--- src/rtl/lsu_mem_arbiter_pkg.sv ---
// Shared types for the LSU data-memory port arbiter.
//   RS_tag_type / INVALID : reservation-station tag carried on the CDB
//   lsu_arb_state_t       : arbiter FSM states
//   lsu_rr_t              : round-robin pointer (which requester is favoured)
//   MemSize* / helpers    : field encodings of the {sign_n, size[1:0]} memory type
package lsu_mem_arbiter_pkg;

  localparam int unsigned RS_TAG_W = 4;
  typedef logic [RS_TAG_W-1:0] RS_tag_type;
  // All-ones marks "no broadcast" on the CDB.
  localparam RS_tag_type INVALID = '1;

  typedef enum logic [1:0] {
    StIdle,
    StLdWait,
    StLdBcast,
    StStWr
  } lsu_arb_state_t;

  typedef enum logic {
    RrLoad  = 1'b0,
    RrStore = 1'b1
  } lsu_rr_t;

  localparam logic [1:0] MemSizeByte = 2'b00;
  localparam logic [1:0] MemSizeHalf = 2'b01;
  localparam logic [1:0] MemSizeWord = 2'b10;

  function automatic logic [1:0] mem_type_size(input logic [2:0] mem_type);
    return mem_type[1:0];
  endfunction

  function automatic logic mem_type_sign_n(input logic [2:0] mem_type);
    return mem_type[2];
  endfunction

endpackage

--- src/rtl/lsu_rr_pick.sv ---
// Two-requester round-robin picker (load vs store).
//   i_clk, i_rst       : clock, asynchronous active-high reset (pointer -> RrLoad)
//   i_en               : a grant may be issued this cycle
//   i_ld_req, i_st_req : requests
//   o_ld_win, o_st_win : one-hot (or zero) winner
// A lone request always wins; on contention the pointer decides. After any grant the
// pointer moves to favour the requester that did not win.
module lsu_rr_pick
  import lsu_mem_arbiter_pkg::*;
(
  input  logic i_clk,
  input  logic i_rst,
  input  logic i_en,
  input  logic i_ld_req,
  input  logic i_st_req,
  output logic o_ld_win,
  output logic o_st_win
);

  lsu_rr_t r_ptr;
  lsu_rr_t w_ptr_d;

  always_comb begin
    o_ld_win = 1'b0;
    o_st_win = 1'b0;
    if (i_en) begin
      if (i_ld_req && i_st_req) begin
        o_ld_win = (r_ptr == RrLoad);
        o_st_win = (r_ptr == RrStore);
      end else begin
        o_ld_win = i_ld_req;
        o_st_win = i_st_req;
      end
    end
  end

  always_comb begin
    w_ptr_d = r_ptr;
    if (o_ld_win) begin
      w_ptr_d = RrStore;
    end else if (o_st_win) begin
      w_ptr_d = RrLoad;
    end
  end

  always_ff @(posedge i_clk or posedge i_rst) begin
    if (i_rst) begin
      r_ptr <= RrLoad;
    end else begin
      r_ptr <= w_ptr_d;
    end
  end

endmodule

--- src/rtl/lsu_mem_arbiter.sv ---
// Shares data-memory port 2 between the load and store units and broadcasts load
// results (value + RS tag) on the CDB, holding them until accepted.
// Optional feature macro: LSU_ARB_PERF_EN adds 32-bit performance counters.
// Ports:
//   i_clk, i_rst                    clock, asynchronous active-high reset
//   i_ld_req/addr/type/tag, o_ld_gnt  load request; o_ld_gnt pulses on issue
//   i_st_req/addr/data/size, o_st_gnt store request; o_st_gnt pulses on write
//   i_flush                         squash the in-flight load
//   o_mem_addr2/din2/size/sign/rden2/we2, i_mem_dout2   memory port 2
//   o_cdb_val/tag/req, i_cdb_ack    CDB broadcast handshake
//   o_busy                          FSM not idle
//   o_perf_ld_cnt/st_cnt/stall_cnt  (LSU_ARB_PERF_EN only) grant and stall counters
// Parameter READ_LAT (1..7): cycles from read enable to valid i_mem_dout2.
module lsu_mem_arbiter
  import lsu_mem_arbiter_pkg::*;
#(
  parameter int unsigned READ_LAT = 1
) (
  input  logic        i_clk,
  input  logic        i_rst,
  input  logic        i_ld_req,
  input  logic [31:0] i_ld_addr,
  input  logic [2:0]  i_ld_type,
  input  RS_tag_type  i_ld_tag,
  output logic        o_ld_gnt,
  input  logic        i_st_req,
  input  logic [31:0] i_st_addr,
  input  logic [31:0] i_st_data,
  input  logic [1:0]  i_st_size,
  output logic        o_st_gnt,
  input  logic        i_flush,
  output logic [31:0] o_mem_addr2,
  output logic [31:0] o_mem_din2,
  output logic [1:0]  o_mem_size,
  output logic        o_mem_sign,
  output logic        o_mem_rden2,
  output logic        o_mem_we2,
  input  logic [31:0] i_mem_dout2,
  output logic [31:0] o_cdb_val,
  output RS_tag_type  o_cdb_tag,
  output logic        o_cdb_req,
  input  logic        i_cdb_ack,
  output logic        o_busy
`ifdef LSU_ARB_PERF_EN
  ,
  output logic [31:0] o_perf_ld_cnt,
  output logic [31:0] o_perf_st_cnt,
  output logic [31:0] o_perf_stall_cnt
`endif
);

  localparam int unsigned CntW = 3;
  localparam logic [CntW-1:0] LatInit = CntW'(READ_LAT);

  lsu_arb_state_t r_state, w_state_d;
  logic [CntW-1:0] r_cnt, w_cnt_d, w_cnt_dec;
  RS_tag_type      r_tag, w_tag_d;
  logic [31:0]     r_val, w_val_d;
  logic            r_squash, w_squash_d;
  logic            w_ld_win, w_st_win, w_pick_en;

  // Gating with i_rst keeps every output quiet while reset is held, even if the
  // requesters keep their request lines high.
  assign w_pick_en = (r_state == StIdle) && !i_rst;
  assign w_cnt_dec = r_cnt - CntW'(1);
  assign o_busy    = (r_state != StIdle);

  lsu_rr_pick u_rr_pick (
    .i_clk    (i_clk),
    .i_rst    (i_rst),
    .i_en     (w_pick_en),
    .i_ld_req (i_ld_req),
    .i_st_req (i_st_req),
    .o_ld_win (w_ld_win),
    .o_st_win (w_st_win)
  );

  always_comb begin
    w_state_d   = r_state;
    w_cnt_d     = r_cnt;
    w_tag_d     = r_tag;
    w_val_d     = r_val;
    w_squash_d  = r_squash;
    o_mem_addr2 = '0;
    o_mem_din2  = '0;
    o_mem_size  = '0;
    o_mem_sign  = 1'b0;
    o_mem_rden2 = 1'b0;
    o_mem_we2   = 1'b0;
    o_ld_gnt    = 1'b0;
    o_st_gnt    = 1'b0;
    o_cdb_req   = 1'b0;
    o_cdb_val   = '0;
    o_cdb_tag   = INVALID;

    unique case (r_state)
      StIdle: begin
        if (w_ld_win) begin
          o_mem_addr2 = i_ld_addr;
          o_mem_size  = mem_type_size(i_ld_type);
          o_mem_sign  = mem_type_sign_n(i_ld_type);
          o_mem_rden2 = 1'b1;
          o_ld_gnt    = 1'b1;
          w_tag_d     = i_ld_tag;
          w_cnt_d     = LatInit;
          w_squash_d  = 1'b0;
          w_state_d   = StLdWait;
        end else if (w_st_win) begin
          o_mem_addr2 = i_st_addr;
          o_mem_din2  = i_st_data;
          o_mem_size  = i_st_size;
          o_mem_we2   = 1'b1;
          o_st_gnt    = 1'b1;
          w_state_d   = StStWr;
        end
      end

      StLdWait: begin
        w_cnt_d = w_cnt_dec;
        if (i_flush) begin
          w_squash_d = 1'b1;
        end
        // Last wait cycle: memory data is valid now, so the broadcast starts next
        // cycle, READ_LAT+1 cycles after the grant.
        if (w_cnt_dec == '0) begin
          w_squash_d = 1'b0;
          if (r_squash || i_flush) begin
            w_state_d = StIdle;
          end else begin
            w_val_d   = i_mem_dout2;
            w_state_d = StLdBcast;
          end
        end
      end

      StLdBcast: begin
        o_cdb_val = r_val;
        o_cdb_tag = r_tag;
        o_cdb_req = !i_flush;
        if (i_flush || i_cdb_ack) begin
          w_state_d = StIdle;
        end
      end

      StStWr: begin
        w_state_d = StIdle;
      end

      default: begin
        w_state_d = StIdle;
      end
    endcase
  end

  always_ff @(posedge i_clk or posedge i_rst) begin
    if (i_rst) begin
      r_state  <= StIdle;
      r_cnt    <= '0;
      r_tag    <= INVALID;
      r_val    <= '0;
      r_squash <= 1'b0;
    end else begin
      r_state  <= w_state_d;
      r_cnt    <= w_cnt_d;
      r_tag    <= w_tag_d;
      r_val    <= w_val_d;
      r_squash <= w_squash_d;
    end
  end

`ifdef LSU_ARB_PERF_EN
  logic [31:0] r_perf_ld, r_perf_st, r_perf_stall;
  logic        w_stall;

  assign w_stall = (i_ld_req || i_st_req) && !o_ld_gnt && !o_st_gnt;

  always_ff @(posedge i_clk or posedge i_rst) begin
    if (i_rst) begin
      r_perf_ld    <= '0;
      r_perf_st    <= '0;
      r_perf_stall <= '0;
    end else begin
      if (o_ld_gnt) begin
        r_perf_ld <= r_perf_ld + 32'd1;
      end
      if (o_st_gnt) begin
        r_perf_st <= r_perf_st + 32'd1;
      end
      if (w_stall) begin
        r_perf_stall <= r_perf_stall + 32'd1;
      end
    end
  end

  assign o_perf_ld_cnt    = r_perf_ld;
  assign o_perf_st_cnt    = r_perf_st;
  assign o_perf_stall_cnt = r_perf_stall;
`endif

endmodule

--- config.mk ---
export PLATFORM = sky130hd
export DESIGN_NAME = lsu_mem_arbiter
export DESIGN_NICKNAME = d
export VERILOG_FILES = /design/src/rtl/lsu_mem_arbiter_pkg.sv /design/src/rtl/lsu_rr_pick.sv /design/src/rtl/lsu_mem_arbiter.sv
export SDC_FILE = /design/constraint.sdc
export NUM_CORES = 1
export LEC_CHECK = 0
export BUFFER_PORTS_ARGS = -buffer_cell sky130_fd_sc_hd__buf_4
export CAP_MARGIN = 10
export CORE_AREA = 3 3 98 100
export CTS_CLUSTER_DIAMETER = 80
export DETAILED_ROUTE_END_ITERATION = 12
export DIE_AREA = 0 0 101 103
export GPL_ROUTABILITY_DRIVEN = 0
export HOLD_SLACK_MARGIN = 0.15
export PLACE_DENSITY = 0.69
export SYNTH_ARGS = -nofsm -noshare
export SYNTH_HDL_FRONTEND = slang
export SYNTH_SLANG_ARGS = --single-unit
--- constraint.sdc ---
create_clock -name i_clk -period 2.3 [get_ports i_clk]
set_input_delay 0.115 -clock i_clk [delete_from_list [all_inputs] [get_ports i_clk]]
set_output_delay 0.115 -clock i_clk [all_outputs]
set_load 0.02 [all_outputs]
After elaboration in Yosys (flattened, before gate mapping)
Cells that the tools add are included.
{ "word_totals": {"word_cells": 70, "register_bits": 43, "output_inout_bits": 109} }
{ "op_classes": {"reduce_logical": 16, "add_sub_neg": 1, "n_eq_ne": 8, "bitwise_logic": 2, "muxes": 37} }
{ "ops": {"columns": ["op", "count"], "rows": [
  ["$mux 32", 7],
  ["$mux 1", 17],
  ["$mux 2", 8],
  ["$reduce_and 3->1", 3],
  ["$pmux 2 s4", 1],
  ["$pmux 3 s2", 1],
  ["$reduce_bool 2->1", 3],
  ["$eq 2x2->1 const B", 2],
  ["$mux 4", 1],
  ["$ne 2x2->1 const B", 2],
  ["$reduce_and 2->1", 2],
  ["$logic_not 3->1", 1],
  ["$mux 3", 1],
  ["$ne 3x1->1 const B", 1],
  ["$ne 3x3->1 const B", 1],
  ["$sub 3x1->3 const B", 1],
  ["$eq 2x1->1 const B", 1],
  ["$logic_and 1x1->1", 2],
  ["$logic_not 1->1", 2],
  ["$logic_not 2->1", 1],
  ["$logic_or 1x1->1", 2],
  ["$ne 2x1->1 const B", 1],
  ["$not 1->1", 2],
  ["$pmux 1 s2", 1]
]} }

Longest topological paths before layout
Gate-level depths: netlist of run 1.
{ "depth": {"word_depth": 6, "ltp_mapped": 6} }

Modules after synthesis
From an unflattened synthesis of run 1, not the netlist that was laid out.
{ "hier_totals": {"cells_unflattened": 246, "area_unflattened_um2": 2752.6} }
{ "modules_own_cells": {"columns": ["mod", "cells_per_inst", "instances", "area_each_um2"], "rows": [
  ["lsu_mem_arbiter", 237, 1, 2687.6],
  ["lsu_rr_pick", 9, 1, 65.1]
]} }

Least setup slack after synthesis of run 1
Ideal clock, no wire load.
{ "synth_timing": {"kind": "input to output", "from": "in i_rst", "to": "out o_mem_addr2[10]", "arrival_time_ps": 2085, "n_path_buf": 2, "path_stages": 5, "setup_slack_ps": 100, "required_ps": 2185, "path_cell_list": "inv_1 -> and4_4 -> buf_6 -> buf_2 -> a22o_1"} }
{ "synth_via": {"elab_chain_cells": 6, "elab_cells_between_ends": 7, "classes_between": "mux (5); reduce/logical (2)"} }
{ "synth_lines": {"columns": ["element", "line_no", "rtl"], "rows": [
  ["start, declared", "lsu_mem_arbiter.sv:20", "input logic i_rst,"],
  ["$logic_not 1->1 (no source line) (*)", null, null],
  ["$logic_and 1x1->1 (*)", "lsu_mem_arbiter.sv:64", "assign w_pick_en = (r_state == StIdle) && !i_rst;"],
  ["$mux 1", "lsu_rr_pick.sv:26", "if (i_en) begin"],
  ["$mux 32", "lsu_mem_arbiter.sv:108", "end else if (w_st_win) begin"],
  ["$mux 32 (*)", "lsu_mem_arbiter.sv:98", "if (w_ld_win) begin"],
  ["$mux 32 (*)", "lsu_mem_arbiter.sv:96", "unique case (r_state)"],
  ["end, declared", "lsu_mem_arbiter.sv:32", "output logic [31:0] o_mem_addr2,"]
]} }
Every way passes the cells marked *; elsewhere a longest branch is shown, timed or not.

Worst setup path after layout of run 1
{ "layout_timing": {"from": "reg r_state[0]", "to": "out o_mem_addr2[17]"} }
{ "layout_via": {"elab_chain_cells": 6, "elab_cells_between_ends": 7, "classes_between": "mux (5); reduce/logical (2)"} }
{ "layout_lines": {"columns": ["element", "line_no", "rtl"], "rows": [
  ["start, declared", "lsu_mem_arbiter.sv:55", "lsu_arb_state_t r_state, w_state_d;"],
  ["start signal, assigned", "lsu_mem_arbiter.sv:157", "r_state <= StIdle;"],
  ["start signal, assigned", "lsu_mem_arbiter.sv:163", "r_state <= w_state_d;"],
  ["$logic_not 2->1 (*)", "lsu_mem_arbiter.sv:64, lsu_mem_arbiter.sv:96", null],
  ["$logic_and 1x1->1", "lsu_mem_arbiter.sv:64", null],
  ["$mux 1", "lsu_rr_pick.sv:26", null],
  ["$mux 32", "lsu_mem_arbiter.sv:108", null],
  ["$mux 32", "lsu_mem_arbiter.sv:98", null],
  ["$mux 32 (*)", "lsu_mem_arbiter.sv:96", null]
]} }
Marked as above.

==> results of run 1 <==
==> metal layers <==
metal  up-vias  global-route usage  share of wire
li1       1417                   -              -
met1      1381               0.234           0.39
met2       129               0.363           0.53
met3        11              0.0413          0.066
met4         0              0.0368          0.011
met5         -                   0              0
==> state kept, by name, summed over array words and instances (netlist names) <==
register	count
r_squash	1
r_tag	4
r_val	32
u_rr_pick.r_ptr	1
r_cnt	3
r_state	2
==> logic make-up after synthesis <==
family / Yosys count
flip-flops: 43
AO/OA/AOI/OAI: 50
AND/OR/NAND/NOR: 87
adder cells (fa/ha/maj): 2
XOR/XNOR: 1
multiplexers: 36
buffers and inverters: 27
==> path summary, 6_finish.rpt <==
check	slack [ns]	cells after the start	from	to
worst max-delay path	0.22	4	r_state[0]	o_mem_addr2[17]
worst min-delay path	0.21	3	i_st_req	r_state[0]
min in group asynchronous	0.45	4	i_rst	u_rr_pick.r_ptr
worst max register to register	0.22	6	r_cnt[0]	r_val[14]
max in group asynchronous	1.54	4	i_rst	r_val[9]
worst min register to register	0.49	1	r_cnt[1]	r_cnt[1]
==> stage by stage <==
step                      setup slack (ns)   util  hold WS, ns  cell area (um^2)
after global routing                0.0690  0.595        0.239              5220
after floorplan                      0.100      -        0.262              2780
final                                0.216  0.595        0.214              5220
after CTS                            0.221  0.595        0.214              5220
after detailed placement             0.240  0.538        0.200              4710
after global placement               0.315  0.538        0.205              4710
==> power groups by stage <==
stage | Clock (mW) | Sequential (mW) | Combinational (mW)
floorplan | 0 | 1.23 | 1.48
global placement | 0 | 1.28 | 2.21
detailed placement | 0 | 1.29 | 2.26
CTS | 0.606 | 1.28 | 2.32
global route | 0.641 | 1.32 | 2.49
finish | 0.585 | 1.28 | 2.30
==> cells in the final DEF (no fill, tap or decap), types with 2 or more instances in the layout <==
| cell type | netlist | routed |
|---|---|---|
| buf_4 | 2 | 255 |
| and2_1 | 64 | 64 |
| dlygate4sd3_1 | 0 | 39 |
| dfrtp_1 | 39 | 39 |
| a22o_1 | 34 | 34 |
| mux2_4 | 33 | 33 |
| nand2_1 | 6 | 6 |
| nor2_1 | 5 | 5 |
| inv_1 | 6 | 5 |
| a21oi_1 | 5 | 5 |
| clkbuf_8 | 0 | 5 |
| o21ai_0 | 4 | 4 |
| or3_1 | 4 | 4 |
| dfstp_2 | 4 | 4 |
| mux2_2 | 3 | 3 |
| o2bb2ai_1 | 2 | 2 |
| ha_1 | 2 | 2 |
| buf_12 | 0 | 2 |
==> synthesized netlist by cell type <==
master      n
and2_1     64
dfrtp_1    39
a22o_1     34
mux2_4     33
buf_6       9
clkbuf_1    6
inv_1       6
nand2_1     6
a21oi_1     5
nor2_1      5
buf_2       4
dfstp_2     4
o21ai_0     4
or3_1       4
mux2_2      3
buf_4       2
ha_1        2
o2bb2ai_1   2
a21o_1      1
a21oi_2     1
a2bb2oi_1   1
a31oi_1     1
and3_1      1
and4_4      1
nand3_1     1
nand4_4     1
nor2_2      1
nor2b_1     1
nor2b_4     1
nor3_1      1
o21ba_2     1
xnor2_2     1
==> tightest hold or removal path, delay by kind of cell <==
kind                   cells  cell delay [ns]
AOI/OAI and AO/OA          2             0.26
buffers and inverters      1             0.09
==> cell type report <==
type,count,area [um^2]
multi-input cells,176,1520
repair buffers,296,2340
clock inverters,3,43.8
clock buffers,5,68.8
well taps,108,135
inverters,6,22.5
fillers,749,3550
flip-flops and latches,43,1080
==> summary.md, run 1 <==
| Metric | Value |
|---|---|
| Outcome | complete, no violations |
| Power, Total | 4.17 mW |
| Unique masters post-synth | 32 |
| H-tree lvl count | 2 |
| Max Root-Sink Buffers | 2 |
| Comb pwr share | 0.553 |
| Switching Fraction | 0.368 |
| Arrival @ worst endpoint | 1.97 ns |
| Main area contributors after synthesis | dfrtp_1 35%, mux2_4 18%, and2_1 14% |
| Vias in the first global route | 3137 |
| Antenna cell count | 0 |
| Via/cell ratio | 4.61 |
| Clk root buf | clkbuf_8 |
| Simple-Gate Fraction of Synth Area | 0.195 |
| Worst-Skew Late Latency | 0.29 ns |
| Post-synth top area cell | dfrtp_1 |
| DRT Pass-1 Iters | 4 |
| RSZ-0062 raised after global routing | false |
| Period utilization | 0.906 |
| Post-synthesis compound-gate area fraction | 0.145 |
| Sequential area share after synthesis | 0.389 |
| Max Clk Rate | 480 MHz |
| Final setup vio count | 0 |
| Setup TNS | 0 ns |
| Crit Path Class | flop to output pin |
| Psw | 1.53 mW |
| Nets | 673 |
| Post-CTS Setup Bufs | 0 |
| TritonCTS Buffers | 5 |
| Global route overflow | 0 |
| # Max-Cap Violations | 0 |
| Residual DRC | 0 |
| Post-route ant nets | 0 |
| Via count | 2938 |
| Slowest library cell on the worst path | and4_4 |
| Max Fanout on Critical Path | 43 |
| # hold bufs at CTS | 39 |
| Dpl hpwl | 8.11 mm |
| Die width | 101 um |
| Clock Skew | 0.00387 ns |
| Clk pin slew, worst setup/hold paths | 0.08 ns |
| # rows | 34 |
| Die Area | 0.0104 mm^2 |
| Slew @ Worst Pin | 0.500 ns |
| PortBufs | 251 |
| HP Class | input port to flop |
| Cell Count, Final, Fillers Out | 637 |
| CP Launch Type | flop |
| Die Height | 103 um |
| Initial Util | 0.317 |
| Adder-cell area share of the yosys netlist | 0.00901 |
| Syn avg cell area | 11.3 um^2 |
| Proportion of synthesized area in mux cells | 0.191 |
| Final hold violations | 0 |
| Syn Inst Count | 246 |
| VDD IR max | 0.000280 V |
| Inst Count DP | 590 |
| Area grow syn2layout | 87.9% |
| Core ar. | 0.00876 mm^2 |
| #FFs+latches synth | 43 |
| IO Pins | 252 |
| Synth Area in XOR/XNOR | 0.00586 |
| CTS tree | built |
| Mapped Area | 0.00278 mm^2 |
| Max-slew headroom | 0.667 |
| Initial antenna violation count | 0 |
| Final wirelength | 10.6 mm |
| Global-route wire length before repair | 16.0 mm |
| DRT iter0 DRCs | 37 |
| Share of the synthesized area in the top cell type | 0.352 |
| Largest family of logic cells by synthesized area | simple AND/OR/NAND/NOR gates |
| Syn Nets | 391 |
| Flop pwr share | 0.306 |
| Gr usage total | 0.195 |
| Cell family with most CP delay | simple AND/OR/NAND/NOR gates |
| Crit path buf inv count | 1 |
| Post-CTS sizing | 0 |
| Clk network pwr share | 0.140 |
| DR WL/cell | 16.6 um |
| Pleak | 2.83 nW |
| P_int | 2.63 mW |
| PD cells | 798 mW/mm^2 |
| CTS sink count | 43 |
| Worst path cell trace | nor2_2 -> and4_4 -> a22o_1 -> buf_4 |
| Min cycle time layout | 2.08 ns |
| Largest net degree at the start of global routing | 69 |
| Worst setup EP type | output pin |
| Required @ worst endpoint | 2.18 ns |
| Warnings, synthesis | 0 |
| Largest stage delay on the critical path | 0.59 ns |
| Slew Viols, Final | 0 |
| Layout cells sized above 1 | 0.592 |
Note: power is estimated with default switching activity, not from simulation.
==> run 2, diff against run 1 <==
- ABC_AREA: not set -> 1
- PLACE_DENSITY: 0.69 -> 0.68
==> run 2 against run 1 <==
Effect of this change: wire length up 3.2%; first-iteration DRC count grew to 2.8 times the previous value; design area down 1.7%; synthesized area down 2.7%; sequential cell count unchanged; combinational power up 7%; sequential share of layout area increased by 0.35 points; via count increased by 22%; largest cell class unchanged; largest power group unchanged.
==> summary.md, run 2 <==
| Metric | Value |
|---|---|
| #FFs+latches synth | 43 |
| Area grow syn2layout | 89.9% |
| Vias in the first global route | 3295 |
| Worst setup EP type | output pin |
| Clock Skew | 0.00621 ns |
| # Max-Cap Violations | 0 |
| Via/cell ratio | 4.35 |
| Core ar. | 0.00876 mm^2 |
| Dpl hpwl | 8.48 mm |
| Max Clk Rate | 483 MHz |
| Layout cells sized above 1 | 0.390 |
| DRT iter0 DRCs | 105 |
| Crit Path Class | flop to output pin |
| Cell family with most CP delay | buffers and inverters |
| Warnings, synthesis | 0 |
| Most frequent cell after synthesis | nand2_1 |
| Max Fanout on Critical Path | 37 |
| H-tree lvl count | 2 |
| CTS sink count | 43 |
| Syn avg cell area | 6.25 um^2 |
| Max Root-Sink Buffers | 2 |
| Period utilization | 0.900 |
| Main area contributors after synthesis | dfrtp_1 36%, nand2_1 23%, inv_1 11% |
| Worst-Skew Late Latency | 0.29 ns |
| Sequential area share after synthesis | 0.400 |
| Setup slack at placement | 0.537 ns |
| Slowest library cell on the worst path | inv_2 |
| DRT Pass-1 Iters | 6 |
| Global route overflow | 0 |
| Post-route ant nets | 0 |
| Inst Count DP | 775 |
| Max-slew headroom | 0.608 |
| Unique masters post-synth | 22 |
| Max reg flops | 32 |
| Most frequent cells in the layout | 255 x buf_4, 162 x nand2_1, 77 x inv_1, 70 x nor2_1, 39 x dfrtp_1 |
| Async S/R FF share, synth | 1.00 |
| Pleak | 3.04 nW |
| Layout Utilization | 0.585 |
| Outcome | complete, no violations |
| Syn Inst Count | 432 |
| Share of the synthesized area in the top cell type | 0.361 |
| HP Class | input port to flop |
| Synth Flop Type | dfrtp_1 |
| CTS tree | built |
| Post-CTS sizing | 0 |
| Antenna cell count | 0 |
| PD cells | 828 mW/mm^2 |
| PortBufs | 251 |
| Required @ worst endpoint | 2.18 ns |
| Nets | 857 |
| Final setup vio count | 0 |
| Most frequent cells after synthesis | 162 x nand2_1, 78 x inv_1, 70 x nor2_1, 39 x dfrtp_1, 30 x o21ai_1 |
| Die width | 101 um |
| PnR worst setup slack | 0.230 ns |
| VDD IR max | 0.000473 V |
| Largest Register | r_val |
| Min cycle time layout | 2.07 ns |
| Slew @ Worst Pin | 0.587 ns |
| Setup TNS | 0 ns |
| Initial Util | 0.308 |
| Clk root buf | clkbuf_8 |
| Initial antenna violation count | 0 |
| Cell Count, Final, Fillers Out | 821 |
| Mapped Area | 0.00270 mm^2 |
| Crit path buf inv count | 3 |
| Clk pin slew, worst setup/hold paths | 0.08 ns |
| Final hold violations | 0 |
| Via count | 3572 |
| Largest net degree at the start of global routing | 65 |
| Most common cell after layout, fill and taps aside | buf_4 |
| Final instance area | 0.00513 mm^2 |
| CP dominant cell by count | buf_4 |
| RSZ-0062 raised after global routing | false |
| # hold bufs at CTS | 38 |
| Power, Total | 4.25 mW |
| Syn Nets | 577 |
| Hold_ws | 0.198 ns |
| Gr usage total | 0.192 |
| Post-synth top area cell | dfrtp_1 |
| Arrival @ worst endpoint | 1.95 ns |
| Top flop regs | r_val: 32 flops, r_tag: 4 flops, r_cnt: 3 flops |
| TritonCTS Buffers | 5 |
| Post-CTS Setup Bufs | 0 |
| IO Pins | 252 |
| Die Area | 0.0104 mm^2 |
| DR WL/cell | 13.3 um |
| Largest stage delay on the critical path | 0.49 ns |
| Final wirelength | 10.9 mm |
| Die Height | 103 um |
| Slew Viols, Final | 0 |
| Global-route wire length before repair | 15.8 mm |
| DP Area | 0.00465 mm^2 |
| Worst path cell trace | nor2_1 -> nand4_2 -> inv_2 -> buf_4 -> buf_4 |
| CP Launch Type | flop |
| # rows | 34 |
| Residual DRC | 0 |
| Post-synth EDFFs | 0 |
-- run 2: worst paths after layout --
path	depth (start not counted)	to	slack, ns	start
setup / recovery	5	o_mem_rden2	0.23	r_state[1]
hold / removal	5	r_state[1]	0.20	i_flush
setup reg to reg	6	r_tag[2]	0.57	r_state[1]
hold reg to reg	2	r_tag[3]	0.47	r_tag[3]
max in group asynchronous	4	r_tag[1]	1.35	i_rst
min in group asynchronous	4	r_state[0]	0.57	i_rst
-- run 2: power breakdown --
group	total [mW]	internal [mW]	leakage [nW]	switching, mW
combinational	2.45	1.00	2.49	1.45
clock	0.522	0.274	0.0515	0.248
sequential	1.27	1.16	0.497	0.118
total	4.25	2.43	3.04	1.82
-- run 2: cells by family after synthesis --
kind of cell | synth area share
and+or+nand+nor | 0.352
adders and majority gates | 0.00926
AOI/OAI and AO/OA | 0.0806
DFF | 0.400
buffers and inverters | 0.158
-- run 2: final cells by class --
| class | count | area (um^2) |
|---|---|---|
| repair buffers | 294 | 2310 |
| inverters | 81 | 307 |
| multi-input cells | 287 | 1190 |
| clock buffers | 8 | 100 |
| fillers | 793 | 3630 |
| well taps | 108 | 135 |
| flip-flops and latches | 43 | 1080 |
-- run 2: metal layers --
layer,part of all wire,GRT usage
met1,0.39,0.233
met2,0.53,0.347
met3,0.061,0.0291
met4,0.023,0.0685
met5,0,0
-- run 2: worst register-to-register path: stages, from the launching register on --
cell and delay, ns:
dfrtp_1 0.43, nor2_1 0.16, nand4_2 0.18, inv_2 0.49
buf_4 0.26, nand2_1 0.05, o21ai_0 0.08
==> run 3, diff against run 2 <==
- PLACE_DENSITY: 0.68 -> 0.67
- clock period: 2.3 -> 2.2 ns (I/O delays scaled with it)
==> run 3 against run 2 <==
Effect of this change: final cell count shrank 0.24%; via count shrank 0.90%; critical path depth grew 2; utilization shrank 0.23 points; die area is the same; combinational power grew 4%; sequential share of layout area grew 0.083 points; power grew 3.1%; clock-buffer cell count shrank 2; non-clock buffer count shrank 2; design area shrank 0.39%; clock skew shrank 0.0034 ns.
==> summary.md, run 3 (same netlist as run 2, synthesis figures left out) <==
| Metric | Value |
|---|---|
| Outcome | complete, no violations |
| Most common cell after layout, fill and taps aside | buf_4 |
| PD cells | 857 mW/mm^2 |
| Via count | 3540 |
| DRT iter0 DRCs | 83 |
| Min cycle time layout | 2.03 ns |
| CP Launch Type | flop |
| Largest stage delay on the critical path | 0.44 ns |
| Clk pin slew, worst setup/hold paths | 0.08 ns |
| # rows | 34 |
| Required @ worst endpoint | 2.09 ns |
| Top flop regs | r_val: 32 flops, r_tag: 4 flops, r_cnt: 3 flops |
| Die width | 101 um |
| Pleak | 3.02 nW |
| HP Class | input port to flop |
| Via/cell ratio | 4.32 |
| Final setup vio count | 0 |
| Dpl hpwl | 8.49 mm |
| Global-route wire length before repair | 15.7 mm |
| CP dominant cell by count | buf_4 |
| Post-route ant nets | 0 |
| Largest Register | r_val |
| Period utilization | 0.921 |
| Max-slew headroom | 0.639 |
| Worst setup EP type | output pin |
| Final hold violations | 0 |
| Clock Skew | 0.00286 ns |
| H-tree lvl count | 2 |
| Residual DRC | 0 |
| CTS sink count | 43 |
| Final wirelength | 10.9 mm |
| Slew Viols, Final | 0 |
| Crit Path Class | flop to output pin |
| TritonCTS Buffers | 5 |
| Max Root-Sink Buffers | 2 |
| Start point of the critical path | r_state[1] |
| Max Clk Rate | 494 MHz |
| Core ar. | 0.00876 mm^2 |
| # Max-Cap Violations | 0 |
| Layout cells sized above 1 | 0.388 |
| Inst Count DP | 774 |
| Hold wc startpoint | i_cdb_ack |
| FF-to-FF Start | r_state[1] |
| Slowest library cell on the worst path | dfrtp_1 |
| Nets | 855 |
| PnR worst setup slack | 0.175 ns |
| Layout Utilization | 0.583 |
| DRT Pass-1 Iters | 4 |
| Arrival @ worst endpoint | 1.92 ns |
| Clk root buf | clkbuf_8 |
| Die Area | 0.0104 mm^2 |
| Setup TNS | 0 ns |
| VDD IR max | 0.000528 V |
| Global route overflow | 0 |
| Crit path buf inv count | 3 |
| Die Height | 103 um |
| Worst-Skew Late Latency | 0.29 ns |
| Initial Util | 0.308 |
| IO Pins | 252 |
| Max reg flops | 32 |
| Largest net degree at the start of global routing | 65 |
| Vias in the first global route | 3270 |
| PortBufs | 251 |
| Gr usage total | 0.191 |
| Worst path cell trace | inv_1 -> nand2_1 -> nor2_2 -> nand3_2 -> buf_4 -> nor2_1 -> buf_4 |
| DR WL/cell | 13.3 um |
| Max Fanout on Critical Path | 20 |
| RSZ-0062 raised after global routing | false |
| Cell family with most CP delay | simple AND/OR/NAND/NOR gates |
| DP Area | 0.00464 mm^2 |
| Area grow syn2layout | 89.2% |
| Antenna cell count | 0 |
| Initial antenna violation count | 0 |
| Slew @ Worst Pin | 0.542 ns |
| Final instance area | 0.00511 mm^2 |
| Setup slack at placement | 0.354 ns |
| CTS tree | built |
| Cell Count, Final, Fillers Out | 819 |
| Most frequent cells in the layout | 254 x buf_4, 162 x nand2_1, 77 x inv_1, 70 x nor2_1, 39 x dfrtp_1 |
==> run 3: changes by cell type in the layout (fill, tap and decap cells not counted) <==
cell,change
clkinv_1,+1
dlygate4sd3_1,-1
clkbuf_8,-2
clkinv_8,+1
clkinvlp_4,+1
buf_4,-1
clkinv_2,+1
inv_2,-2
==> run 3: worst reg2reg max path, cell delays in order (launching register included) <==
cell	delay (ns)
dfrtp_1	0.44
inv_1	0.08
nand2_1	0.08
nor2_2	0.09
nand3_2	0.31
buf_4	0.34
nand2_1	0.08
nand3_1	0.07
nand2_1	0.07
==> run 3: timing repair <==
item	in CTS	in global routing
buffers inserted	0	0
hold endpoints to repair	75	0
endpoints found under the setup margin	0	36
hold buffers	37	0
resized for setup	0	5
==> run 3: area by class of cell <==
cell class / count / area, um^2
timing repair buffer: 292 / 2300
sequential: 43 / 1080
multi-input combinational: 287 / 1190
clock inverter: 2 / 12.5
tap: 108 / 135
clock buffer: 6 / 72.6
fill: 809 / 3650
inverter: 81 / 319
==> run 3: path summary, 6_finish.rpt <==
kind / end / slack [ns] / cells past startpoint
worst max-delay path: o_mem_din2[19] / 0.17 / 7
worst min-delay path: r_state[1] / 0.16 / 5
worst min register to register: r_tag[3] / 0.47 / 2
max in group asynchronous: r_tag[0] / 1.26 / 4
worst max register to register: r_state[1] / 0.57 / 8
min in group asynchronous: r_state[1] / 0.56 / 4
==> run 3: routing by layer <==
layer | share of wire | up-vias | global-route usage
li1 | - | 1804 | -
met1 | 0.39 | 1573 | 0.230
met2 | 0.52 | 142 | 0.340
met3 | 0.065 | 21 | 0.0372
met4 | 0.025 | 0 | 0.0644
met5 | 0 | - | 0
==> run 3: metrics by stage <==
stage          total power [mW]  hold slack (ns)
6_report                   4.38            0.158
3_3_place_gp               3.80            0.316
4_1_cts                    4.41            0.153
3_5_place_dp               3.85            0.325
5_1_grt                    4.74            0.203
2_1_floorplan              2.84            0.202
==> run 3: where the power goes <==
part / leakage, nW / internal (mW) / switching (mW)
registers: 0.497 / 1.21 / 0.122
logic: 2.48 / 1.04 / 1.52
clock network: 0.0412 / 0.222 / 0.266
